### config.mk
export PLATFORM = sky130hd
export DESIGN_NAME = seq_det_rr_scheduler_flat
export DESIGN_NICKNAME = d
export VERILOG_FILES = /design/src/rtl/seq_det_rr_scheduler_if.sv /design/src/rtl/seq_det_rr_scheduler.sv /design/src/flat_wrapper.sv
export SDC_FILE = /design/constraint.sdc
export NUM_CORES = 1
export LEC_CHECK = 0
export CAP_MARGIN = 0
export CORE_ASPECT_RATIO = 1.1
export CORE_MARGIN = 1.5
export CORE_UTILIZATION = 35
export CTS_CLUSTER_SIZE = 30
export DETAILED_ROUTE_END_ITERATION = 7
export GPL_ROUTABILITY_DRIVEN = 0
export GPL_TIMING_DRIVEN = 0
export PLACE_DENSITY = 0.61
export SKIP_LAST_GASP = 1
export SYNTH_ARGS = -nofsm -noshare
export SYNTH_HDL_FRONTEND = slang
export SYNTH_SLANG_ARGS = --single-unit
### constraint.sdc
create_clock -name clk -period 3.4 [get_ports clk]
set_input_delay 1.02 -clock clk [delete_from_list [all_inputs] [get_ports clk]]
set_output_delay 1.02 -clock clk [all_outputs]
set_load 0.005 [all_outputs]
### src/rtl/seq_det_rr_scheduler_if.sv
// Request/result bundle for seq_det_rr_scheduler. Optional res_map port under
// SEQ_DET_RR_SCHEDULER_MATCH_MAP_EN.
//
// Handshake: a requester raises req_valid[i] with req_data[i] stable and holds both
// until the scheduler pulses req_ready[i] (one cycle, one-hot); that pulse is the
// transfer. res_valid is a one-cycle strobe with no back-pressure.
interface seq_det_rr_scheduler_if #(
  parameter int NCH = 4,
  parameter int W   = 8
);
  localparam int CW   = $clog2(NCH);
  localparam int CNTW = $clog2(W + 1);

  logic [NCH-1:0]   req_valid;
  logic [NCH*W-1:0] req_data;
  logic [NCH-1:0]   req_ready;
  logic [NCH-1:0]   hist_clr;
  logic             busy;
  logic             res_valid;
  logic [CW-1:0]    res_ch;
  logic [CNTW-1:0]  res_count;
`ifdef SEQ_DET_RR_SCHEDULER_MATCH_MAP_EN
  logic [W-1:0]     res_map;

  modport master (output req_valid, req_data, hist_clr,
                  input  req_ready, busy, res_valid, res_ch, res_count, res_map);
  modport slave  (input  req_valid, req_data, hist_clr,
                  output req_ready, busy, res_valid, res_ch, res_count, res_map);
`else
  modport master (output req_valid, req_data, hist_clr,
                  input  req_ready, busy, res_valid, res_ch, res_count);
  modport slave  (input  req_valid, req_data, hist_clr,
                  output req_ready, busy, res_valid, res_ch, res_count);
`endif
endinterface

### src/rtl/seq_det_rr_scheduler.sv
// Round-robin time-shared serial pattern detector with per-channel saved history.
// Optional per-bit match map output under SEQ_DET_RR_SCHEDULER_MATCH_MAP_EN.
module seq_det_rr_scheduler #(
  parameter int             NCH  = 4,
  parameter int             W    = 8,
  parameter int             PLEN = 3,
  parameter logic [PLEN-1:0] PAT = 3'b101
) (
  input  logic                  clk,
  input  logic                  rst,
  seq_det_rr_scheduler_if.slave bus,
  output logic [1:0]            dbg_state
);
  localparam int CW   = $clog2(NCH);
  localparam int CNTW = $clog2(W + 1);
  localparam int HW   = PLEN - 1;
  localparam int FW   = $clog2(PLEN);
  localparam int BW   = $clog2(W);

  typedef enum logic [1:0] {IDLE, LOAD, SHIFT, DONE} state_t;
  state_t state, next_state;

  logic [CW-1:0]   rr_ptr, g, grant;
  logic            found;
  logic [W-1:0]    shreg;
  logic [HW-1:0]   hist;
  logic [FW-1:0]   fill;
  logic [BW-1:0]   bit_cnt;
  logic [CNTW-1:0] count;
  logic [PLEN-1:0] window;
  logic            match;
  logic [NCH-1:0]  req_ready_q;
  logic            res_valid_q;
  logic [CW-1:0]   res_ch_q;
  logic [CNTW-1:0] res_count_q;
  logic [HW-1:0]   hist_mem [NCH];
  logic [FW-1:0]   fill_mem [NCH];

  // First valid channel at or above rr_ptr, wrapping.
  always_comb begin
    grant = '0;
    found = 1'b0;
    for (int i = 0; i < NCH; i++) begin
      if (!found && bus.req_valid[(int'(rr_ptr) + i) % NCH]) begin
        grant = CW'((int'(rr_ptr) + i) % NCH);
        found = 1'b1;
      end
    end
  end

  assign window = {hist, shreg[W-1]};
  assign match  = (window == PAT) && (fill == FW'(HW));

  always_ff @(posedge clk or negedge rst) begin
    if (!rst) state <= IDLE;
    else      state <= next_state;
  end

  always_comb begin
    next_state = state;
    case (state)
      IDLE:    if (found) next_state = LOAD;
      LOAD:    next_state = SHIFT;
      SHIFT:   if (bit_cnt == BW'(W - 1)) next_state = DONE;
      DONE:    next_state = IDLE;
      default: next_state = IDLE;
    endcase
  end

  always_ff @(posedge clk or negedge rst) begin
    if (!rst) begin
      rr_ptr      <= '0;
      g           <= '0;
      shreg       <= '0;
      hist        <= '0;
      fill        <= '0;
      bit_cnt     <= '0;
      count       <= '0;
      req_ready_q <= '0;
      res_valid_q <= 1'b0;
      res_ch_q    <= '0;
      res_count_q <= '0;
      for (int i = 0; i < NCH; i++) begin
        hist_mem[i] <= '0;
        fill_mem[i] <= '0;
      end
    end else begin
      req_ready_q <= '0;
      res_valid_q <= 1'b0;
      res_ch_q    <= '0;
      res_count_q <= '0;
      case (state)
        IDLE: if (found) begin
          g           <= grant;
          req_ready_q <= NCH'(1) << grant;
        end
        LOAD: begin
          shreg   <= bus.req_data[g*W +: W];
          hist    <= hist_mem[g];
          fill    <= fill_mem[g];
          bit_cnt <= '0;
          count   <= '0;
        end
        SHIFT: begin
          hist    <= window[HW-1:0];
          fill    <= (fill == FW'(HW)) ? fill : fill + 1'b1;
          shreg   <= {shreg[W-2:0], 1'b0};
          bit_cnt <= bit_cnt + 1'b1;
          count   <= count + CNTW'(match);
          // Result registers load on the last bit so they are valid in DONE.
          if (bit_cnt == BW'(W - 1)) begin
            res_valid_q <= 1'b1;
            res_ch_q    <= g;
            res_count_q <= count + CNTW'(match);
          end
        end
        DONE: rr_ptr <= (g == CW'(NCH - 1)) ? '0 : g + 1'b1;
        default: ;
      endcase
      // A clear on the granted channel in DONE beats the write-back.
      for (int i = 0; i < NCH; i++) begin
        if (bus.hist_clr[i]) begin
          hist_mem[i] <= '0;
          fill_mem[i] <= '0;
        end else if (state == DONE && g == CW'(i)) begin
          hist_mem[i] <= hist;
          fill_mem[i] <= fill;
        end
      end
    end
  end

`ifdef SEQ_DET_RR_SCHEDULER_MATCH_MAP_EN
  logic [W-1:0] map_q;
  always_ff @(posedge clk or negedge rst) begin
    if (!rst)                     map_q <= '0;
    else if (state == LOAD)       map_q <= '0;
    else if (state == SHIFT && match) map_q[BW'(W - 1) - bit_cnt] <= 1'b1;
  end
  assign bus.res_map = map_q;
`endif

  assign bus.req_ready = req_ready_q;
  assign bus.res_valid = res_valid_q;
  assign bus.res_ch    = res_ch_q;
  assign bus.res_count = res_count_q;
  assign bus.busy      = (state != IDLE);
  assign dbg_state     = state;
endmodule

### src/flat_wrapper.sv
// flat-port wrapper written by rule: the top's interface ports become plain ports
module seq_det_rr_scheduler_flat 
#(
  parameter int             NCH  = 4,
  parameter int             W    = 8,
  parameter int             PLEN = 3,
  parameter logic [PLEN-1:0] PAT = 3'b101
)
  (clk, rst, dbg_state, bus_req_valid, bus_req_data, bus_hist_clr, bus_req_ready, bus_busy, bus_res_valid, bus_res_ch, bus_res_count);
  seq_det_rr_scheduler_if #(.NCH(NCH), .W(W)) bus_i ();
  input  logic clk;
  input  logic rst;
  output logic [1:0] dbg_state;
  input wire logic [$bits(bus_i.req_valid)-1:0] bus_req_valid;
  input wire logic [$bits(bus_i.req_data)-1:0] bus_req_data;
  input wire logic [$bits(bus_i.hist_clr)-1:0] bus_hist_clr;
  output wire logic [$bits(bus_i.req_ready)-1:0] bus_req_ready;
  output wire logic [$bits(bus_i.busy)-1:0] bus_busy;
  output wire logic [$bits(bus_i.res_valid)-1:0] bus_res_valid;
  output wire logic [$bits(bus_i.res_ch)-1:0] bus_res_ch;
  output wire logic [$bits(bus_i.res_count)-1:0] bus_res_count;
  assign bus_i.req_valid = bus_req_valid;
  assign bus_i.req_data = bus_req_data;
  assign bus_i.hist_clr = bus_hist_clr;
  assign bus_req_ready = bus_i.req_ready;
  assign bus_busy = bus_i.busy;
  assign bus_res_valid = bus_i.res_valid;
  assign bus_res_ch = bus_i.res_ch;
  assign bus_res_count = bus_i.res_count;
  seq_det_rr_scheduler #(.NCH(NCH), .W(W), .PLEN(PLEN), .PAT(PAT)) u_core (.clk(clk), .rst(rst), .bus(bus_i), .dbg_state(dbg_state));
endmodule
==> reports/qor.csv, run 1 <==
stage;metric;value;unit
sta;Final Skew;0.00799;ns
global_routing;largest net degree at the start of global routing;31;
sta;final hold vios;0;
die;full die area;0.00813;sq mm
place;port buffer count;55;
yosys;most common cell in the synthesized netlist;dfrtp_1;
cts;Clock Sinks;52;
sta;Setup violations, final;0;
yosys;Post-synth ARST share;100;%
cts;hold_buf cts;0;
detailed_routing;via count;2139;
pwr;PD cells;735;mW/mm^2
global_routing;GRT Util Overall;16.0;%
global_routing;gr ovfl total;0;
yosys;Yosys reg bits;52;
yosys;Post-Syn Area;0.00266;sq mm
cts;Longest Clk Path Bufs;2;
setup_path;Worst path top cell family by delay;buffers and inverters;
setup_path;CP bufs+invs;3;
sta;f_max;375;MHz
setup_path;reg-to-reg endpoint;u_core.count[2];
cts;clock latency on the worst-skew pair;0.30;ns
sta;crit path time final;2.67;ns
die;Ports;56;
setup_path;crit path max-delay cell type;clkdlybuf4s50_1;
final_layout;Post-layout nets;380;
cts;CTS tree;built;
die;Starting Density;36.0;%
die;row cnt;33;
sta;Tcrit/Tclk final;78.4;%
job;Max-cap violations;0;
sta;max_slew headroom;54.5;%
setup_path;Reg2Reg Depth;9;
place;Placed Cells incl. Taps;405;
cts;post-CTS setup buffer count;0;
yosys;synthesized instance count;262;
worst_hold_path;Worst Hold Class;reg -> reg;
sta;RSZ-0062 raised after global routing;no;
yosys;synth warn;0;
final_layout;Util after Layout;46.7;%
detailed_routing;post-route ant nets;0;
setup_path;Worst Path Required;2.38;ns
final_layout;multi-input logic area;0.00122;sq mm
setup_path;Startpoint Class;flop;
detailed_routing;vias per inst;5.18;
cts;H-tree levels;2;
worst_hold_path;hold path cells;2;
worst_hold_path;min-delay src;u_core.fill_mem[5];
setup_path;most used cell along the critical path;inv_1;
die;core box area;0.00739;sq mm
detailed_routing;wire per inst;14.8;um
yosys;Yosys cell types;32;
yosys;synth top area cells;dfrtp_1, mux4_2, nand2_1, ha_1, a21oi_1;
final_layout;final std cells w/o fill;413;
cts;CTS root buffer;clkbuf_8;
sta;worst hold margin;0.527;ns
yosys;Avg Inst Size Synth;10.1;sq um
detailed_routing;initial drt markers;77;
yosys;post-synthesis sequential area ratio;48.9;%
yosys;Post-Synthesis Net Count;317;
setup_path;r2r setup slk;1.32;ns
yosys;post-synth top area share;48.9;%
cts;CTS buffer count;5;
detailed_routing;WL final;6.11;mm
run_status;status;finished clean;
global_routing;first-pass GRT wire length;10.0;mm
pwr;VDD IR max;0.228;mV
die;die height;94.4;um
detailed_routing;DRC viols;0;
sta;Slew Limit Fails;0;
final_layout;synthesis-to-finish area growth;29.9;%
cts;clk slew on worst S/H paths;0.09;ns
final_layout;layout cells sized above 1;7.36;%
die;DIE WIDTH;86.1;um
setup_path;crit end category;primary output;
yosys;Top FF cell, synth;dfrtp_1;
setup_path;RR Startpoint;u_core.fill[0];
setup_path;slowest stage delay, CP;0.51;ns
global_routing;antenna violations before repair;0;
yosys;most frequent cells after synthesis;dfrtp_1, nand2_1, a21oi_1, nand3_1;
cts;post-cts sizing count;0;
final_layout;FF/Latch Area;0.00130;sq mm
setup_path;critical path class;reg -> out;
pwr;Leak;1.48;nW
setup_path;critical-path maximum fanout;5;
setup_path;crit-path cells;inv_1, ha_1, inv_1, clkdlybuf4s50_1;
detailed_routing;DRT Pass-1 Iters;4;
sta;Least-Margin Pin Slew;0.677;ns
yosys;Yosys top cell by area;dfrtp_1;
global_routing;vias in the first global route;2090;
yosys;Post-synth EDFFs;0;
worst_hold_path;Worst Hold End;u_core.fill_mem[5];
place;DP HPWL;4.75;mm
final_layout;n_diodes;0;
setup_path;CP Data Arrival Time;1.65;ns
final_layout;# fillers;707;
==> cell usage in the layout (no fill, tap or decap), drive strengths merged <==
cell            n
a211oi          1
a21oi          23
a2bb2oi         2
a31o            1
a31oi           9
and3            3
and3b           1
and4b           1
buf             6
bufinv          1
clkbuf         15
clkdlybuf4s50  54
clkinv          1
dfrtp          52
ha             13
inv            17
mux2            1
mux2i           1
mux4           12
nand2          46
nand2b          1
nand3          22
nor2           17
nor2b           2
nor3            1
nor3b           3
nor4            1
o21a            1
o21ai          11
o221ai          1
o22ai           3
xnor2           3
==> worst register-to-register path, stage by stage, from the launching register on <==
cell and delay, ns:
dfrtp_1 0.33, clkbuf_1 0.27, inv_1 0.08, ha_1 0.25, and4b_1 0.23, ha_1 0.21
ha_1 0.22, and3_1 0.15, o21ai_0 0.12, o21ai_0 0.09
==> cell families (layout without fill, tap and decap cells) <==
| family | Yosys count | after routing | synth area share, % |
|---|---|---|---|
| flops | 52 | 52 | 48.9 |
| compound gates | 52 | 52 | 11.1 |
| fa+ha+maj | 13 | 13 | 6.12 |
| simple gates | 98 | 98 | 16.4 |
| mux | 14 | 14 | 11.4 |
| buf+inv | 30 | 94 | 5.03 |
| xor+xnor | 3 | 3 | 0.988 |
==> layer usage <==
layer	vias to the layer above	wire [um]	global-route usage, %
li1	1047	-	-
met5	-	0	0
met2	36	3160	27.8
met4	0	61	4.44
met1	1049	2740	20.6
met3	7	154	2.62
==> where the power goes <==
part / switching, mW / internal (mW) / leakage [nW]
registers: 0.132 / 0.780 / 0.685
logic: 0.658 / 0.522 / 0.733
clock network: 0.208 / 0.241 / 0.0614
==> sequential cells by signal (all words and copies together) (netlist names) <==
signal	flops
u_core.bit_cnt	3
u_core.shreg	8
u_core.hist_mem	8
u_core.bus.req_ready	4
u_core.fill_mem	8
u_core.bus.res_count	4
u_core.g	2
u_core.rr_ptr	2
u_core.hist	2
u_core.dbg_state	2
u_core.fill	2
u_core.bus.res_valid	1
u_core.count	4
u_core.bus.res_ch	2
==> area by class of cell <==
class                           instances  share of cell area, %
Timing Repair Buffer                   56                   16.4
Buffer                                 13                   2.03
Inverter                               17                   1.85
Clock buffer                            6                   2.39
Tap cell                               87                   3.15
Clock inverter                          2                   1.12
Multi-Input combinational cell        180                   35.4
Sequential cell                        52                   37.7
==> how the worst max path moves through the flow <==
stage / cells past startpoint / start / end / slack, ns
global placement: 1 / rst / u_core.hist_mem[1] / -0.25
detailed placement: 4 / bus_req_valid[0] / u_core.bus.req_ready[0] / 0.63
finish: 4 / u_core.dbg_state[0] / bus_busy / 0.73
floorplan: 9 / u_core.fill[0] / u_core.count[2] / 1.54
global route: 4 / u_core.dbg_state[0] / bus_busy / 0.64
CTS: 4 / u_core.dbg_state[0] / bus_busy / 0.72
==> metrics by stage <==
stage | worst slack (ns) | instance area [sq um] | TNS (ns) | total power, mW
after floorplan | 1.54 | 2660 | 0 | 1.73
final | 0.734 | 3450 | 0 | 2.54
after detailed placement | 0.633 | 3330 | 0 | 2.12
after global routing | 0.636 | 3450 | 0 | 2.77
after CTS | 0.719 | 3450 | 0 | 2.57
after global placement | -0.254 | 3320 | -13.12 | 2.10
Power figures use the tool's default switching activity.
==> run 2, diff against run 1 <==
Settings changed: PLACE_DENSITY 0.61 to 0.64.
Clock period 3.4 ns to 2.1 ns, I/O delays scaled along.
==> run 2 against run 1 <==
Compared with the run above: core utilization shrank 0.20 points; die area is the same; register-to-register slack lost 1.2 ns; global-route usage is essentially flat; sequential power grew 62%; sequential cell count is the same; clock power grew 31%; clock skew grew 0.0024 ns; first-iteration DRC count shrank 5.2%; design area shrank 0.43%; largest power group unchanged; highest routed layer unchanged.
==> reports/qor.csv, run 2 (synthesis results as in run 1) <==
stage;metric;value;unit;change
sta;f_max;497;MHz;
setup_path;critical path class;in -> reg;;was reg -> out
setup_path;slowest stage delay, CP;0.57;ns;was 0.51 ns
sta;Final Skew;0.0104;ns;was 0.00799 ns
pwr;PD cells;1160;mW/mm^2;was 735 mW/mm^2
setup_path;crit-path cells;clkdlybuf4s50_1, nor4_1, nand2b_1, and3b_1;;was inv_1, ha_1, inv_1, clkdlybuf4s50_1
global_routing;vias in the first global route;2154;;was 2,090
final_layout;final std cells w/o fill;414;;was 413
die;Ports;56;;unchanged
cts;CTS tree;built;;unchanged
setup_path;reg-to-reg endpoint;u_core.count[2];;unchanged
cts;clk slew on worst S/H paths;0.11;ns;was 0.09 ns
die;DIE WIDTH;86.1;um;unchanged
detailed_routing;initial drt markers;73;;was 77
place;port buffer count;55;;unchanged
final_layout;n_diodes;0;;unchanged
die;row cnt;33;;unchanged
sta;max_slew headroom;61.2;%;was 54.5%
setup_path;Reg2Reg Depth;8;;was 9
pwr;combinational share of power;48.3;%;was 46.4%
final_layout;Largest regs;u_core.fill_mem (8), u_core.hist_mem (8), u_core.shreg (8);;unchanged
sta;Least-Margin Pin Slew;0.577;ns;was 0.677 ns
worst_hold_path;Worst Hold Class;in -> async;;was reg -> reg
pwr;Int Pwr;2.36;mW;was 1.54 mW
sta;setup TNS;0;ns;unchanged
detailed_routing;DRC viols;0;;unchanged
detailed_routing;post-route ant nets;0;;unchanged
die;Starting Density;36.0;%;unchanged
job;Max-cap violations;0;;unchanged
die;core box area;0.00739;sq mm;unchanged
setup_path;crit end category;flop;;was primary output
final_layout;Post-layout nets;381;;was 380
detailed_routing;DRT Pass-1 Iters;4;;unchanged
place;Post-DP Area;0.00333;sq mm;unchanged
pwr;VDD IR max;0.476;mV;was 0.228 mV
cts;H-tree levels;2;;unchanged
die;full die area;0.00813;sq mm;unchanged
place;DP HPWL;4.82;mm;was 4.75 mm
setup_path;crit path max-delay cell type;nor4_1;;was clkdlybuf4s50_1
setup_path;CP Data Arrival Time;2.22;ns;was 1.65 ns
final_layout;synthesis-to-finish area growth;29.4;%;was 29.9%
setup_path;critical-path maximum fanout;8;;was 5
place;Placed Cells incl. Taps;405;;unchanged
sta;Tcrit/Tclk final;95.9;%;
pwr;switching fraction of total power;41.1;%;was 39.3%
setup_path;Worst path top cell family by delay;simple AND/OR/NAND/NOR gates;;was buffers and inverters
final_layout;# fillers;693;;was 707
cts;CTS buffer count;5;;unchanged
final_layout;most common cell after layout, fill and taps aside;clkdlybuf4s50_1;;unchanged
setup_path;CP bufs+invs;1;;was 3
cts;clock latency on the worst-skew pair;0.31;ns;was 0.30 ns
pwr;Leak;1.46;nW;was 1.48 nW
detailed_routing;wire per inst;15.1;um;was 14.8 um
setup_path;critical path depth in cells;4;;unchanged
run_status;status;finished clean;;unchanged
setup_path;Worst Path Required;2.30;ns;was 2.38 ns
global_routing;largest net degree at the start of global routing;33;;was 31
sta;Slew Limit Fails;0;;unchanged
cts;Longest Clk Path Bufs;2;;unchanged
detailed_routing;vias per inst;5.22;;was 5.18
detailed_routing;WL final;6.24;mm;was 6.11 mm
setup_path;Startpoint Class;input port;;was flop
detailed_routing;via count;2163;;was 2,139
final_layout;layout cells sized above 1;8.56;%;was 7.36%
global_routing;GRT Util Overall;16.0;%;about the same
global_routing;gr ovfl total;0;;unchanged
setup_path;RR Startpoint;u_core.fill[0];;unchanged
pwr;NetSw;1.65;mW;was 998 uW
final_layout;design area;0.00344;sq mm;was 0.00345 sq mm
final_layout;commonest cells after routing, fill and taps aside;clkdlybuf4s50_1, dfrtp_1, nand2_1, a21oi_1, nand3_1;;unchanged
sta;RSZ-0062 raised after global routing;no;;unchanged
die;die height;94.4;um;unchanged
setup_path;r2r setup slk;0.17;ns;was 1.32 ns
sta;final hold vios;0;;unchanged
sta;crit path time final;2.01;ns;
sta;worst hold margin;0.269;ns;was 0.527 ns
pwr;clock share of power;14.7;%;was 17.7%
final_layout;Util after Layout;46.5;%;was 46.7%
sta;Setup violations, final;0;;unchanged
global_routing;first-pass GRT wire length;10.2;mm;was 10.0 mm
global_routing;antenna violations before repair;0;;unchanged
pwr;Sequential Power Share;37.0;%;was 35.9%
cts;CTS root buffer;clkbuf_8;;unchanged
cts;Clock Sinks;52;;unchanged
run 2: cell types whose count changed in the layout (fill, tap and decap cells not counted):
cell             previous run  this run
ha_1                       13        12
clkbuf_8                    6         5
clkinvlp_4                  0         2
buf_4                       0         2
dfrtp_1                    52        51
dlygate4sd2_1               0         1
clkbuf_1                    9         8
dfrtp_2                     0         1
bufinv_16                   1         0
clkdlybuf4s50_1            54        53
ha_2                        0         1
run 2: how the worst max path moves through the flow:
stage                           startpoint  slack [ns]                       to
final                     bus_req_valid[0]        0.09  u_core.bus.req_ready[0]
after global placement                 rst       -1.16       u_core.hist_mem[1]
after floorplan             u_core.fill[0]        0.24          u_core.count[2]
after CTS                   u_core.fill[0]        0.09          u_core.count[2]
after detailed placement  bus_req_valid[0]       -0.19  u_core.bus.req_ready[0]
after global routing      bus_req_valid[0]       0.005  u_core.bus.req_ready[0]
run 2: layout make-up:
cell class                      count  area, sq um  share of cell area [%]
Sequential cell                    52         1300                    37.9
Multi-Input combinational cell    180         1230                    35.6
Timing Repair Buffer               58          579                    16.8
Tap cell                           87          109                    3.16
Clock buffer                        5         68.8                    2.00
Buffer                             12         66.3                    1.93
Inverter                           17         63.8                    1.86
Clock inverter                      3         23.8                   0.691
run 2: repair_timing:
item,4_1_cts,5_1_grt
gates resized for setup,2,1
endpoints found under the setup margin,2,1
endpoints found under the hold margin,0,0
setup buffers,2,0
cloned,0,0
hold buffers,0,0
run 2: power by group through the flow:
stage	registers (mW)	clock network (mW)	logic, mW
2_1_floorplan	1.43	0	1.37
3_3_place_gp	1.49	0	1.89
3_5_place_dp	1.49	0	1.94
4_1_cts	1.48	0.603	1.95
5_1_grt	1.52	0.638	2.20
6_report	1.48	0.588	1.94
run 2: stage by stage:
step	setup slack [ns]	total power, mW
global placement	-1.16	3.38
finish	0.0860	4.01
CTS	0.0933	4.04
floorplan	0.235	2.80
detailed placement	-0.186	3.43
global route	0.00548	4.36
run 2: layer usage:
layer	track usage (%)	vias up	wire (um)	part of all wire (%)
li1	-	1045	-	-
met1	20.7	1064	2780	45
met2	27.7	45	3200	51
met3	2.71	9	185	3.0
met4	4.17	0	72	1.2
met5	0	-	0	0
==> run 3, diff against run 2 <==
Settings changed: HOLD_SLACK_MARGIN set to 0.12.
==> results of run 3 <==
Same layout as run 2: the final DEF is identical, and so are final timing and power.
